## src/rtl/cordic_ci_driver_if.sv

```systemverilog
// Operand and result valid/ready streams between the host/DMA side and the cordic driver.
// The host drives through master; the driver receives through slave.
interface cordic_ci_driver_if #(
   parameter int DATA_W = 32
);
   logic              op_valid;
   logic              op_ready;
   logic [DATA_W-1:0] op_data;
   logic              res_valid;
   logic              res_ready;
   logic [DATA_W-1:0] res_data;

   modport master (
      output op_valid, op_data, res_ready,
      input  op_ready, res_valid, res_data
   );

   modport slave (
      input  op_valid, op_data, res_ready,
      output op_ready, res_valid, res_data
   );
endinterface

```

## src/rtl/cordic_ci_driver.sv

```systemverilog
// Issues FP32 operands into the pipelined cordic unit and returns results in order through a
// credit-protected result FIFO. Optional handshake counters are enabled by CORDIC_DRV_STATS_EN.
//
//   state   | meaning
//   S_IDLE  | nothing in flight, accepting operands
//   S_BUSY  | work in flight or buffered, still accepting
//   S_FLUSH | not accepting, in-flight work completes and the FIFO drains
module cordic_ci_driver #(
   parameter int LATENCY    = 16,
   parameter int FIFO_DEPTH = 4,
   parameter int DATA_W     = 32
) (
   input  logic              clock,
   input  logic              reset_n,
   cordic_ci_driver_if.slave host,
   input  logic              flush,
   output logic              busy,
   output logic              ci_clk_en,
   output logic [DATA_W-1:0] ci_dataa,
   input  logic [DATA_W-1:0] ci_result
`ifdef CORDIC_DRV_STATS_EN
   ,
   output logic [31:0]       stat_issued,
   output logic [31:0]       stat_done
`endif
);

   localparam int              PTR_W   = $clog2(FIFO_DEPTH);
   localparam int              CNT_W   = $clog2(FIFO_DEPTH + 1);
   localparam logic [CNT_W:0]  DEPTH_C = (CNT_W + 1)'(FIFO_DEPTH);

   localparam logic [1:0] S_IDLE  = 2'd0;
   localparam logic [1:0] S_BUSY  = 2'd1;
   localparam logic [1:0] S_FLUSH = 2'd2;

   logic [1:0]         state, state_nxt;
   logic [LATENCY-1:0] valid_sr, valid_sr_nxt;
   logic [CNT_W-1:0]   inflight, inflight_nxt;
   logic [CNT_W-1:0]   fifo_count, fifo_count_nxt;
   logic [PTR_W-1:0]   wr_ptr, rd_ptr;
   logic [DATA_W-1:0]  fifo_mem [FIFO_DEPTH];
   logic [CNT_W:0]     used;
   logic               accepting, issue, capture, pop, busy_nxt;

   // Every operand holds a credit from issue until its result leaves the FIFO, so the
   // FIFO cannot overflow and the cordic pipeline never has to stall.
   assign used           = {1'b0, fifo_count} + {1'b0, inflight};
   assign accepting      = (state == S_IDLE) || (state == S_BUSY);
   assign host.op_ready  = reset_n && accepting && (used < DEPTH_C);
   assign issue          = host.op_valid && host.op_ready;
   assign ci_clk_en      = issue || (inflight != '0);
   assign capture        = valid_sr[LATENCY-1] && ci_clk_en;
   assign host.res_valid = (fifo_count != '0);
   assign host.res_data  = host.res_valid ? fifo_mem[rd_ptr] : '0;
   assign pop            = host.res_valid && host.res_ready;
   assign busy           = (inflight != '0) || (fifo_count != '0);

   always_comb begin
      valid_sr_nxt    = '0;
      valid_sr_nxt[0] = issue;
      for (int i = 1; i < LATENCY; i++) begin
         valid_sr_nxt[i] = valid_sr[i-1];
      end
   end

   always_comb begin
      inflight_nxt = inflight;
      if (issue && !capture) begin
         inflight_nxt = inflight + CNT_W'(1);
      end else if (!issue && capture) begin
         inflight_nxt = inflight - CNT_W'(1);
      end
      fifo_count_nxt = fifo_count;
      if (capture && !pop) begin
         fifo_count_nxt = fifo_count + CNT_W'(1);
      end else if (!capture && pop) begin
         fifo_count_nxt = fifo_count - CNT_W'(1);
      end
      busy_nxt = (inflight_nxt != '0) || (fifo_count_nxt != '0);
   end

   always_comb begin
      state_nxt = state;
      case (state)
         S_IDLE: begin
            if (flush) begin
               state_nxt = S_FLUSH;
            end else if (issue) begin
               state_nxt = S_BUSY;
            end
         end
         S_BUSY: begin
            if (flush) begin
               state_nxt = S_FLUSH;
            end else if (!busy_nxt) begin
               state_nxt = S_IDLE;
            end
         end
         S_FLUSH: begin
            if (!busy && !flush) begin
               state_nxt = S_IDLE;
            end
         end
         default: state_nxt = S_IDLE;
      endcase
   end

   always_ff @(posedge clock) begin
      if (!reset_n) begin
         state      <= S_IDLE;
         valid_sr   <= '0;
         inflight   <= '0;
         fifo_count <= '0;
         wr_ptr     <= '0;
         rd_ptr     <= '0;
         ci_dataa   <= '0;
      end else begin
         state      <= state_nxt;
         inflight   <= inflight_nxt;
         fifo_count <= fifo_count_nxt;
         if (issue) begin
            ci_dataa <= host.op_data;
         end
         if (ci_clk_en) begin
            valid_sr <= valid_sr_nxt;
         end
         if (capture) begin
            wr_ptr <= wr_ptr + PTR_W'(1);
         end
         if (pop) begin
            rd_ptr <= rd_ptr + PTR_W'(1);
         end
      end
   end

   // Storage needs no reset: fifo_count gates every read of it.
   always_ff @(posedge clock) begin
      if (reset_n && capture) begin
         fifo_mem[wr_ptr] <= ci_result;
      end
   end

`ifdef CORDIC_DRV_STATS_EN
   always_ff @(posedge clock) begin
      if (!reset_n) begin
         stat_issued <= '0;
         stat_done   <= '0;
      end else begin
         if (issue) begin
            stat_issued <= stat_issued + 32'd1;
         end
         if (pop) begin
            stat_done <= stat_done + 32'd1;
         end
      end
   end
`endif

endmodule

```

## src/flat_wrapper.sv

```systemverilog
// flat-port wrapper written by rule: the top's interface ports become plain ports
module cordic_ci_driver_flat 
#(
   parameter int LATENCY    = 16,
   parameter int FIFO_DEPTH = 4,
   parameter int DATA_W     = 32
)
  (clock, reset_n, flush, busy, ci_clk_en, ci_dataa, ci_result, host_op_valid, host_op_data, host_res_ready, host_op_ready, host_res_valid, host_res_data);
  cordic_ci_driver_if #(.DATA_W(DATA_W)) host_i ();
  input  logic clock;
  input  logic reset_n;
  input  logic flush;
  output logic busy;
  output logic ci_clk_en;
  output logic [DATA_W-1:0] ci_dataa;
  input  logic [DATA_W-1:0] ci_result;
  input wire logic [$bits(host_i.op_valid)-1:0] host_op_valid;
  input wire logic [$bits(host_i.op_data)-1:0] host_op_data;
  input wire logic [$bits(host_i.res_ready)-1:0] host_res_ready;
  output wire logic [$bits(host_i.op_ready)-1:0] host_op_ready;
  output wire logic [$bits(host_i.res_valid)-1:0] host_res_valid;
  output wire logic [$bits(host_i.res_data)-1:0] host_res_data;
  assign host_i.op_valid = host_op_valid;
  assign host_i.op_data = host_op_data;
  assign host_i.res_ready = host_res_ready;
  assign host_op_ready = host_i.op_ready;
  assign host_res_valid = host_i.res_valid;
  assign host_res_data = host_i.res_data;
  cordic_ci_driver #(.LATENCY(LATENCY), .FIFO_DEPTH(FIFO_DEPTH), .DATA_W(DATA_W)) u_core (.clock(clock), .reset_n(reset_n), .host(host_i), .flush(flush), .busy(busy), .ci_clk_en(ci_clk_en), .ci_dataa(ci_dataa), .ci_result(ci_result));
endmodule
```

## config.mk

```make
export PLATFORM = sky130hd
export DESIGN_NAME = cordic_ci_driver_flat
export DESIGN_NICKNAME = d
export VERILOG_FILES = /design/src/rtl/cordic_ci_driver_if.sv /design/src/rtl/cordic_ci_driver.sv /design/src/flat_wrapper.sv
export SDC_FILE = /design/constraint.sdc
export NUM_CORES = 1
export LEC_CHECK = 0
export ABC_AREA = 1
export CAP_MARGIN = 20
export CORE_UTILIZATION = 50
export CTS_CLUSTER_DIAMETER = 200
export DETAILED_ROUTE_END_ITERATION = 12
export HOLD_SLACK_MARGIN = 0.1
export PLACE_DENSITY_LB_ADDON = 0.05
export SLEW_MARGIN = 20
export SYNTH_ARGS = -nofsm -noshare
export SYNTH_HDL_FRONTEND = slang
export SYNTH_SLANG_ARGS = --single-unit
```

## constraint.sdc

```tcl
create_clock -name clock -period 3.9 [get_ports clock]
set_input_delay 0.585 -clock clock [delete_from_list [all_inputs] [get_ports clock]]
set_output_delay 0.585 -clock clock [all_outputs]
set_load 0.02 [all_outputs]
```

==> summary by stage <==
Logic synthesis
Of the synthesized area, sequential elements account for 67.8%. Dividing the synthesized area by the synthesized cell count gives 10.4 um2. The gate count of the mapped netlist is 721. The largest total area in the synthesized netlist belongs to edfxtp_1. By area the synthesized netlist is led by edfxtp_1, dfxtp_1, nor2_1, o21ai_0, a21oi_1. The net count after synthesis is 802. The post-synthesis cell area is 0.00750 mm2. The distinct cell type count of the synthesized netlist is 28. The area share of the leading cell type in the synthesized netlist is 51.2%. The flip-flop and latch count after synthesis is 190.

The synthesis warning total is 0.

STA
The max-slew violation total from the final report was 0. The highest clock frequency the design can meet is 296 MHz. The minimum clock period after layout is 3.38 ns.

Setup repair after global routing left no endpoint under its margin. Setup violations remaining at the end of the flow were counted as 0. The final count of hold timing violations came to 0.

The total negative slack for setup checks is 0 ns. The final worst clock skew is 0.00713 ns. The worst slew slack as a fraction of its limit is 46.5%. The final cycle utilization of the critical path is 86.6%. At the pin with the least slew margin, the transition time is 0.801 ns.

Setup path
The critical path arrival is 2.79 ns. The largest fanout on the critical path is 19. The worst-path cell with the longest stage delay is clkdlybuf4s50_1. The worst reg2reg path endpoint is u_core.fifo_mem[1][14]. The required time of the critical path is 3.31 ns. The startpoint-to-endpoint class of the critical path is flip-flop to output port. The worst reg2reg path depth is 9. Counting both buffers and inverters, the worst setup path holds a total of 4. On the worst path, the slowest cell contributes a delay of 0.64 ns. Across all register-to-register paths, the minimum setup slack is 1.22 ns. The critical path goes through inv_1 > ha_1 > nand2_1 > inv_1 > buf_4 > a21oi_1 > clkdlybuf4s50_1. Grouping stages by cell kind, the critical path spends the most delay in buffers and inverters.

The capturing element type of the critical path is an output port. The worst register-to-register path begins at u_core.inflight[2]. The cell seen most often among critical-path stages is inv_1.

The worst setup path is launched from a flip-flop.

Global routing
The largest net degree at the start of global routing is 65. The global routing usage on met3 is 5.46%. The residual overflow from global routing is 0. The total track usage is 21.6%.

The number of global-route vias before repair is 5295. The wire length of the first global-routing pass is 26.2 mm. The number of antenna violations at the first check in global routing is 0.

After global routing, the most crowded layer is met2. Global routing used 26.8% of the available met1 tracks. In the global route stage, met2 resource usage came out at 36.8%.

Finish
In the final layout, flip-flops and latches occupy 0.00509 mm2. Cells fill 65.9% of the core in the end. The share of layout cells above drive strength 1 is 6.39%. Summing all non-filler instances in the final layout gives an area of 0.00961 mm2. The net total in the final layout is 929. The layout has 1148 filler cells. The combined area of the multi-input logic cells is 0.00217 mm2. The number of antenna cells inserted is 0. The area growth from synthesis to layout is 28.1%.

CTS
Buffers added to address setup during post-CTS repair amount to 0. The level count of the clock H-tree is 4. The largest buffer count on any clock path is 2. The clock tree from TritonCTS is done. The tree is rooted in a clkbuf_16. The clock slew at the register clock pins of the worst setup and hold paths is 0.06 ns.

Counting every sink on the clock net gives 190. Once the clock tree was built, the resizer swapped 0 gates to a different size. The source-to-sink clock delay at the later pin of the worst-skew pair is 0.43 ns. The number of buffers inserted by hold repair at cts is 0. The number of buffers inserted during clock tree synthesis is 17.

Hold path
The worst hold path was traced through 2 stages. The class of the worst hold path is flip-flop to flip-flop. The launch point of the worst hold path is u_core.valid_sr[0]. The worst-case hold path end point is u_core.valid_sr[0].

Floorplanning
The floorplan step defined a core boundary enclosing 0.0146 mm2. In this run the count of I/O pins placed on the die edge is 137. The horizontal extent of the die is 125 um. The initial utilization of the core area, before any placement, comes to 51.4%. The overall die height is 125 um. The floorplan die area is 0.0155 mm2. The floorplan row count is 44.

Placement
The placed cell area is 0.00907 mm2. The count of buffers added on input and output ports is 136. The placer's final routability congestion estimate is 0.817. The detailed placement HPWL is 10.3 mm.

Power and ir drop
Power spread over the standard cell area amounts to 661 mW/mm2. The standby leakage power is 3.49 nW. The total power of the final layout is 6.35 mW.

The worst IR drop on VDD is 0.483 mV.

Drt
Using the TritonRoute via totals, the vias-per-cell ratio works out to 5.24. The total iterations of the first detailed-routing run is 5. The wire length after detailed routing is 16.1 mm.

In the routed design, unresolved DRC markers number 0. After the first detailed-routing iteration, the DRC count stood at 404. The remaining number of nets flagged by the antenna check after routing is 0. The total vias in the final route is 5478. After detailed routing, the average wire length per cell comes to 15.4 um.

Job
Max-cap violations in this run came to 0.

Run status
The run finished with clean final reports.
tightest hold or removal path, cell delays in order, from the launching register on:
cell and delay [ns]:
dfxtp_1 0.31, nand2_1 0.06, a21oi_1 0.06
cell usage after synthesis:
cell type	count
nor2_4	1
clkinv_2	1
clkinv_1	1
dfxtp_1	62
ha_1	12
o211ai_1	1
inv_2	1
nand2_4	1
nand4_1	4
buf_1	2
inv_1	25
buf_2	2
nand3_1	9
buf_4	1
edfxtp_1	128
buf_6	2
o21ai_0	114
a21oi_2	1
nand3_2	1
a21oi_1	42
nand4_4	1
nor3_1	1
nand2_2	5
nand2_1	30
clkbuf_1	33
nor2_2	2
xor2_1	3
nor2_1	235
cell usage in the layout (no fill, tap or decap), types with 3 or more instances in the layout:
master and n:
ha_1 12, nand3_1 9, clkbuf_1 5, nor2_4 5, edfxtp_1 128, dfxtp_1 61
o21ai_0 114, clkdlybuf4s50_1 136, nand4_1 4, nand2_2 5, clkinv_1 4, clkinv_2 5
buf_4 10, inv_1 25, xor2_1 3, nand2_1 30, nor2_1 231, clkbuf_16 17
a21oi_1 42
stage by stage:
stage,setup slack (ns),instances,hold WS [ns]
3_3_place_gp,0.752,1013,0.454
5_1_grt,0.365,1045,0.498
6_report,0.524,1045,0.475
4_1_cts,0.497,1045,0.474
3_5_place_dp,0.686,1013,0.460
2_1_floorplan,0.716,721,0.444
cells by family (layout without fill, tap and decap cells):
family | count (synthesis) | count (layout) | synth area share, %
flops | 190 | 190 | 67.8
buf+inv | 68 | 208 | 3.70
xor+xnor | 3 | 3 | 0.350
simple gates | 290 | 290 | 15.6
fa+ha+maj | 12 | 12 | 2.00
compound gates | 158 | 158 | 10.6
final cells by class:
type | instances | area share, %
timing repair buffer | 148 | 15.4
inverter | 28 | 1.11
multi-input combinational | 463 | 22.6
clock buffer | 22 | 4.62
tap | 184 | 2.40
clock inverter | 10 | 1.00
sequential | 190 | 52.9
how the worst max path moves through the flow:
stage	endpoint	startpoint	depth (start not counted)
5_1_grt	host_res_data[27]	u_core.fifo_count[0]	7
3_5_place_dp	u_core.fifo_mem[1][20]	reset_n	10
3_3_place_gp	u_core.fifo_mem[1][15]	reset_n	10
6_report	host_res_data[27]	u_core.fifo_count[0]	7
2_1_floorplan	u_core.fifo_mem[0][0]	u_core.inflight[2]	9
4_1_cts	host_res_data[27]	u_core.fifo_count[0]	7
report_power, final:
group          leakage (nW)  total, mW  internal, mW  switching [mW]
Combinational          1.57       2.28         0.891            1.39
Clock                 0.264       1.62         0.930           0.688
Sequential             1.66       2.45          2.34           0.113
sequential cells by signal, summed over array words and instances, names as in the netlist, named ones only:
signal and flops:
u_core.fifo_count 3, u_core.inflight 3, u_core.state 2, u_core.ci_dataa 32
u_core.fifo_mem 128, u_core.valid_sr 16, u_core.rd_ptr 2, u_core.wr_ptr 2
routing by layer:
metal  routed length (um)  vias to the layer above
met3                  805                       17
met1                 6900                     2621
li1                     -                     2690
met5                    0                        -
met4                  214                        0
met2                 8220                      150
No activity file was read; power rests on OpenSTA's default activity.
